==> config.mk <==
export PLATFORM = sky130hd
export DESIGN_NAME = x_cfglut_n
export DESIGN_NICKNAME = d
export VERILOG_FILES = /design/src/rtl/x_cfglut_pkg.sv /design/src/rtl/x_lut_xmux.sv /design/src/rtl/x_cfglut_n.sv
export SDC_FILE = /design/constraint.sdc
export NUM_CORES = 1
export LEC_CHECK = 0
export ABC_CLOCK_PERIOD_IN_PS = 1500
export BUFFER_PORTS_ARGS = -buffer_cell sky130_fd_sc_hd__buf_2
export CAP_MARGIN = 20
export CORE_MARGIN = 2
export CORE_UTILIZATION = 60
export CTS_BUF_LIST = sky130_fd_sc_hd__clkbuf_2
export CTS_CLUSTER_DIAMETER = 40
export DETAILED_ROUTE_END_ITERATION = 10
export PLACE_DENSITY_LB_ADDON = 0.08
export SLEW_MARGIN = 40
export SYNTH_ARGS = -nofsm -noshare
export SYNTH_HDL_FRONTEND = slang
export SYNTH_SLANG_ARGS = --single-unit
==> constraint.sdc <==
create_clock -name CLK -period 1.5 [get_ports CLK]
set_input_delay 0.225 -clock CLK [delete_from_list [all_inputs] [get_ports CLK]]
set_output_delay 0.225 -clock CLK [all_outputs]
set_load 0.05 [all_outputs]
==> src/rtl/x_cfglut_pkg.sv <==
// Shared constants and the X-pessimism-reducing table read for the reloadable LUT.
package x_cfglut_pkg;

    localparam int KMAX = 6;
    localparam int NMAX = 64;

    localparam logic [0:0] ST_READY = 1'b0;
    localparam logic [0:0] ST_LOAD  = 1'b1;

    // 2:1 select that resolves an unknown select when both data inputs agree.
    function automatic logic xmux2(input logic a, input logic b, input logic s);
        if (s === 1'b0)
            return a;
        else if (s === 1'b1)
            return b;
        else
            return (a === b) ? a : 1'bx;
    endfunction

    // Binary reduction tree, LSB address bit first; entries above 2**k are ignored.
    function automatic logic lut_read(input logic [NMAX-1:0] tbl,
                                      input logic [KMAX-1:0] adr,
                                      input int k);
        logic [NMAX-1:0] v;
        v = tbl;
        for (int lvl = 0; lvl < KMAX; lvl++) begin
            if (lvl < k) begin
                for (int j = 0; j < NMAX / 2; j++)
                    v[j] = xmux2(v[2*j], v[2*j+1], adr[lvl]);
            end
        end
        return v[0];
    endfunction

endpackage

==> src/rtl/x_lut_xmux.sv <==
// Combinational X-aware read of a 2**K entry table.
module x_lut_xmux
    import x_cfglut_pkg::*;
#(
    parameter int K = 5
) (
    input  logic [(1<<K)-1:0] tbl,
    input  logic [K-1:0]      adr,
    output logic              o
);

    logic [NMAX-1:0] tbl_ext;
    logic [KMAX-1:0] adr_ext;

    always_comb begin
        tbl_ext = '0;
        adr_ext = '0;
        tbl_ext[(1<<K)-1:0] = tbl;
        adr_ext[K-1:0]      = adr;
        o = lut_read(tbl_ext, adr_ext, K);
    end

endmodule

==> src/rtl/x_cfglut_n.sv <==
// K-input LUT with a serially reloadable truth table (CDI -> table -> CDO chain).
// Define X_CFGLUT_OREG_EN to register O; by default O is combinational.
module x_cfglut_n
    import x_cfglut_pkg::*;
#(
    parameter int          K    = 5,
    parameter logic [63:0] INIT = 64'h0,
    parameter string       LOC  = "UNPLACED"
) (
    input  logic         CLK,
    input  logic         RST,
    input  logic         CE,
    input  logic         CDI,
    input  logic [K-1:0] ADR,
    output logic         O,
    output logic         CDO,
    output logic         CFG_BUSY,
    output logic         CFG_DONE
);

    localparam int           N        = 1 << K;
    localparam logic [N-1:0] INIT_N   = INIT[N-1:0];
    localparam logic [K:0]   CNT_LAST = (K+1)'(N - 1);

    logic [N-1:0] tbl;
    logic [0:0]   state;
    logic [K:0]   cnt;
    logic         done_q;
    logic         cdi_s;
    logic         lut_o;

    // XOR with 0 turns a floating CDI into X so Z never lands in the table.
    assign cdi_s = CDI ^ 1'b0;

    always_ff @(posedge CLK) begin
        if (RST) begin
            tbl    <= INIT_N;
            state  <= ST_READY;
            cnt    <= '0;
            done_q <= 1'b0;
        end else begin
            done_q <= 1'b0;
            if (CE) begin
                tbl <= {tbl[N-2:0], cdi_s};
                if (state == ST_READY) begin
                    state <= ST_LOAD;
                    cnt   <= (K+1)'(1);
                end else if (cnt == CNT_LAST) begin
                    state  <= ST_READY;
                    cnt    <= '0;
                    done_q <= 1'b1;
                end else begin
                    cnt <= cnt + 1'b1;
                end
            end
        end
    end

    x_lut_xmux #(.K(K)) u_xmux (
        .tbl (tbl),
        .adr (ADR),
        .o   (lut_o)
    );

`ifdef X_CFGLUT_OREG_EN
    logic o_q;
    always_ff @(posedge CLK) begin
        if (RST)
            o_q <= 1'b0;
        else
            o_q <= lut_o;
    end
    assign O = o_q;
`else
    assign O = lut_o;
`endif

    assign CDO      = tbl[N-1];
    assign CFG_BUSY = (state == ST_LOAD);
    assign CFG_DONE = done_q;

endmodule

---- Yosys cells after proc, flatten, opt, wreduce, memory -nomap -nowiden ----
Cells that the tools add are included.
operators by class
  bitwise operators ....................... 2
  add/sub/neg operators ................... 1
  reductions and logical operators ........ 1
  multiplexer cells ....................... 98
  eq/ne operators ......................... 42
operator list
  cell                                           count
  2-to-1 mux 1 bit                               96
  === test 1 bit                                 31
  2-to-1 mux 6 bit                               2
  === test 1 bit, second input constant          10
  adder 6 x 1 -> 6 bit, second input constant    1
  == test 6 x 5 -> 1 bit, second input constant  1
  OR reduction 3 bit                             1
  NOT 1 bit                                      2
word-level totals
  logic and storage cells ................. 148
  output and inout port bits .............. 4
  bits in registers ....................... 40

---- Depth between registers and ports, before layout ----
  depth after elaboration ................. 20
  mapped depth ............................ 7

---- Modules after synthesis ----
A second synthesis with hierarchy kept.
second synthesis, totals
  cells, all modules ...................... 190
  area, all modules ....................... 1841.8 µm²
by module, submodules not included
  module      cells an instance  area an instance (µm²)  sequential area each (µm²)  times used
  x_cfglut_n  149                1516.5                  800.8                       1
  x_lut_xmux  41                 325.3                   0.0                         1

---- Worst setup path before layout ----
Ideal clock, no wire load.
  path kind ............................... reg-to-output
  start ................................... register tbl[31]
  end ..................................... output O
  slack ................................... -230 ps
  data required time ...................... 1275 ps
  arrival time ............................ 1505 ps
  buffers on the path ..................... 0
  stages on the path, launching flop included .. 6
  cells stage by stage .................... dfxtp_1 -> mux2i_1 -> a22oi_1 -> nand3_1 -> nand2_1 -> a311o_1
between the ends
  word-level cells in the longest chain between the ends .. 10
RTL lines
  what                    RTL line            source
  from (decl)             x_cfglut_n.sv:25    logic [N-1:0] tbl;
  from (signal assigned)  x_cfglut_n.sv:44    tbl <= {tbl[N-2:0], cdi_s};
  2-to-1 mux 1 bit        x_cfglut_pkg.sv:14  else if (s === 1'b1)
  2-to-1 mux 1 bit        x_cfglut_pkg.sv:12  if (s === 1'b0)
  2-to-1 mux 1 bit        x_cfglut_pkg.sv:14
  2-to-1 mux 1 bit        x_cfglut_pkg.sv:12
  2-to-1 mux 1 bit        x_cfglut_pkg.sv:14
  2-to-1 mux 1 bit        x_cfglut_pkg.sv:12
  2-to-1 mux 1 bit        x_cfglut_pkg.sv:14
  2-to-1 mux 1 bit        x_cfglut_pkg.sv:12
  2-to-1 mux 1 bit        x_cfglut_pkg.sv:14
  2-to-1 mux 1 bit        x_cfglut_pkg.sv:12
  to (decl)               x_cfglut_n.sv:15    output logic O,
Every way passes these cells.

---- Worst setup path in the final report ----
  start ................................... register tbl[8]
  end ..................................... output O
between the ends
  word-level cells in the longest chain between the ends .. 14
RTL lines
  what                  RTL line            source
  2-to-1 mux 1 bit      x_cfglut_pkg.sv:17  return (a === b) ? a : 1'bx;
  2-to-1 mux 1 bit      x_cfglut_pkg.sv:14
  2-to-1 mux 1 bit (*)  x_cfglut_pkg.sv:12
  2-to-1 mux 1 bit      x_cfglut_pkg.sv:17
  2-to-1 mux 1 bit      x_cfglut_pkg.sv:14
  2-to-1 mux 1 bit (*)  x_cfglut_pkg.sv:12
  2-to-1 mux 1 bit      x_cfglut_pkg.sv:17
  2-to-1 mux 1 bit      x_cfglut_pkg.sv:14
  2-to-1 mux 1 bit (*)  x_cfglut_pkg.sv:12
  2-to-1 mux 1 bit (*)  x_cfglut_pkg.sv:14
  2-to-1 mux 1 bit (*)  x_cfglut_pkg.sv:12
  2-to-1 mux 1 bit      x_cfglut_pkg.sv:17
  2-to-1 mux 1 bit      x_cfglut_pkg.sv:14
  2-to-1 mux 1 bit (*)  x_cfglut_pkg.sv:12
Every way passes the cells marked *; elsewhere a longest branch is shown, timed or not. The select of a mux whose other input is x is not followed.

==> results.py <==
metrics = {
    "clocking": {
        "cts_tree": "built",
        "numCtsBuffers": 5,
        "ctsRootBufferMaster": "clkbuf_2",
        "insertion_delay_ns": 0.39,
        "ctsHtreeMaxLevel": 2,
        "clock-sinks": 40,
        "postCtsHoldBufs": 0,
        "path_clk_slew_ns": 0.19,
        "clock_path_buffers": 2,
    },
    "global_routing": {
        "antenna_found_initial": 0,
        "grt.overflow.total": 0,
        "grt_max_degree": 33,
        "grt_use_total_pct": 20.68,
        "grt_pass1_vias": 1235,
        "grt_pass1_wl_um": 5395,
    },
    "die": {
        "io_pins": 13,
        "die_x_um": 58.91,
        "core_um2": 2805,
        "dieArea_um2": 3470,
        "fp.dieH_um": 58.91,
        "num_rows": 19,
        "initial_core_util_pct": 64.50,
    },
    "layout": {
        "drive_gt1_share_pct": 22.27,
        "seq_area_um2": 812.0,
        "multi_input_area_um2": 940.9,
        "post-route-util_pct": 73.02,
        "area_delta_synth_final_pct": 13.21,
        "fill_cells": 218,
        "layout.nets": 221,
        "n_antenna_cell": 0,
    },
    "worst_setup_path": {
        "ff2ff_setup_slack_ns": 0.15,
        "crit_path_end_kind": "primary output",
        "critPathMaxFanout": 2,
        "start_kind": "register",
        "crit_required_ns": 1.27,
        "critPathArrivalTime_ns": 1.66,
        "worst-setup-path-type": "register to primary output",
    },
    "routing": {
        "post_drt_wl_per_cell_um": 13.20,
        "drc": 1,
        "wl_um": 3194,
        "via_per_inst": 5.504,
        "dr.first_iter.drc_count": 55,
        "ant_nets": 0,
        "first_pass_iters": 7,
        "vias": 1332,
    },
    "synth": {
        "synthFlopType": "dfxtp_1",
        "ys_warn_count": 0,
        "synth_area_per_cell_um2": 9.675,
        "synth_commonest_cells": "48 x mux2i_1, 40 x dfxtp_1, 37 x nor2_1",
        "netlist.area_leader.share_pct": 44.26,
        "syn_nets": 197,
        "synth_edf_count": 0,
        "ys_seq_area_share_pct": 44.26,
        "synth_area_leader_cell": "dfxtp_1",
        "synth.most_common_cell": "mux2i_1",
        "syn_area_um2": 1809,
        "synth.distinct_cells": 29,
        "async_reset_ff_share_pct": 0,
        "synth_area_leaders": "dfxtp_1 44%, mux2i_1 27%, nor2_1 7.7%, a21oi_1 1.7%, a22oi_1 1.7%",
        "syn_inst": 187,
        "ys_seq_elements": 40,
    },
    "pwr": {
        "pwr-share-clk_pct": 25.4,
        "power.share.switching_pct": 25.45,
        "p_sw_uw": 432.2,
        "p_seq_share_pct": 63.7,
        "power_frac_comb_pct": 10.9,
        "peakVddDrop_mv": 0.5890,
        "p_int_mw": 1.266,
        "p_per_area_nw_per_um2": 829.1,
        "p_leak_nw": 0.9389,
    },
    "place": {
        "routabilityCongestion": 0.7692,
        "dpl_worst_slack_ns": -0.2633,
        "io_buffers": 12,
        "dp_hpwl_um": 2270,
    },
    "flow_run": {
        "max-cap-violations": 0,
    },
    "status": {
        "status": "complete, but fails checks",
        "violations": "design-rule violations, negative setup slack",
    },
    "sta": {
        "setup_ws_ns": -0.3806,
        "max_freq_ghz": 0.5317,
        "skew_ns": 0.02432,
        "final-hold-violation-count": 0,
        "worst_slew_pin_slew_ns": 0.2825,
        "post-route-period-util_pct": 125.4,
        "slew_headroom_pct": 81.13,
        "rsz0062_at_grt": "true",
        "tns_ns": -0.3806,
        "finalCriticalPeriod_ns": 1.881,
        "setup_viol": 1,
        "drv_slew": 0,
    },
    "min_path": {
        "hold_class": "input pin to register",
    },
}
==> through the flow <==
stage               instances  hold WS (ns)  area (um2)  total power, mW
global route              242       0.06409        2048            1.776
CTS                       242       0.04922        2038            1.717
floorplan                 187        0.3722        1812            1.237
finish                    242       0.05324        2048            1.698
detailed placement        230        0.4682        1948            1.279
global placement          230        0.4636        1948            1.275
==> state kept, by name, indices dropped and copies added, names as in the netlist <==
register,flops
tbl,32
cnt,6
CFG_BUSY,1
CFG_DONE,1
==> cells in the final DEF (no fill, tap or decap), drive strengths merged <==
cell type | synthesis | routed
a211oi | 1 | 1
a21oi | 6 | 6
a22oi | 4 | 4
a2bb2oi | 1 | 1
a311o | 1 | 1
and2 | 3 | 3
and2b | 1 | 1
and3 | 1 | 1
and4b | 1 | 1
buf | 8 | 27
clkbuf | 3 | 7
clkinv | 0 | 1
dfxtp | 40 | 40
ha | 1 | 1
inv | 1 | 1
mux2i | 48 | 48
nand2 | 8 | 8
nand2b | 4 | 4
nand3 | 5 | 5
nand4 | 1 | 1
nand4b | 2 | 2
nor2 | 37 | 37
nor2b | 2 | 2
nor3b | 1 | 1
o211ai | 1 | 1
o21ai | 4 | 4
xnor2 | 2 | 2
==> final timing paths <==
| path | start | to | depth (start not counted) |
|---|---|---|---|
| setup / recovery | tbl[8] | O | 6 |
| hold / removal | CDI | tbl[0] | 3 |
| setup reg to reg | cnt[0] | cnt[0] | 7 |
| hold reg to reg | cnt[1] | cnt[1] | 2 |
==> worst max-delay path: stages, from the launching register on <==
cell     delay (ns)
dfxtp_2        0.37
mux2i_1        0.16
a21oi_1        0.09
nand3_1        0.08
nand2_1        0.05
a311o_2        0.37
buf_8          0.16
==> layer usage <==
metal | routed length, um | share of wire [%] | global-route usage (%) | up-vias
met5 | 0 | 0 | 0 | -
met4 | 52 | 1.6 | 7.792 | 0
met3 | 124 | 3.9 | 6.593 | 6
met2 | 1492 | 47 | 34.13 | 16
met1 | 1525 | 48 | 25.14 | 618
li1 | - | - | - | 692
==> power by group through the flow <==
stage | Combinational [mW] | Sequential [mW] | Clock [mW]
2_1_floorplan | 0.130 | 1.11 | 0
3_3_place_gp | 0.171 | 1.10 | 0
3_5_place_dp | 0.176 | 1.10 | 0
4_1_cts | 0.184 | 1.08 | 0.451
5_1_grt | 0.200 | 1.08 | 0.491
6_report | 0.185 | 1.08 | 0.431
==> timing repair <==
action                     4_1_cts  5_1_grt
setup endpoints to repair        1        6
pin swaps                        7        2
setup buffers                    5        0
gates resized for setup          9        4
==> logic make-up (layout without fill, tap and decap cells) <==
group	count (synthesis)	count (layout)	share of synthesized area, %
and+or+nand+nor	66	66	17.15
muxes	48	48	26.56
AOI/OAI and AO/OA	18	18	6.294
buffers and inverters	12	36	4.080
DFF	40	40	44.26
adders and majority gates	1	1	0.6915
xor gates and xnor gates	2	2	0.9684
==> area by class of cell <==
type / instances / share of cell area, %
inverter: 1 / 0.1833
multi-input combinational: 135 / 45.94
clock inverter: 1 / 0.2443
tap: 31 / 1.894
timing repair buffer: 28 / 10.63
clock buffer: 6 / 1.466
sequential: 40 / 39.65
Power figures use the tool's default switching activity.
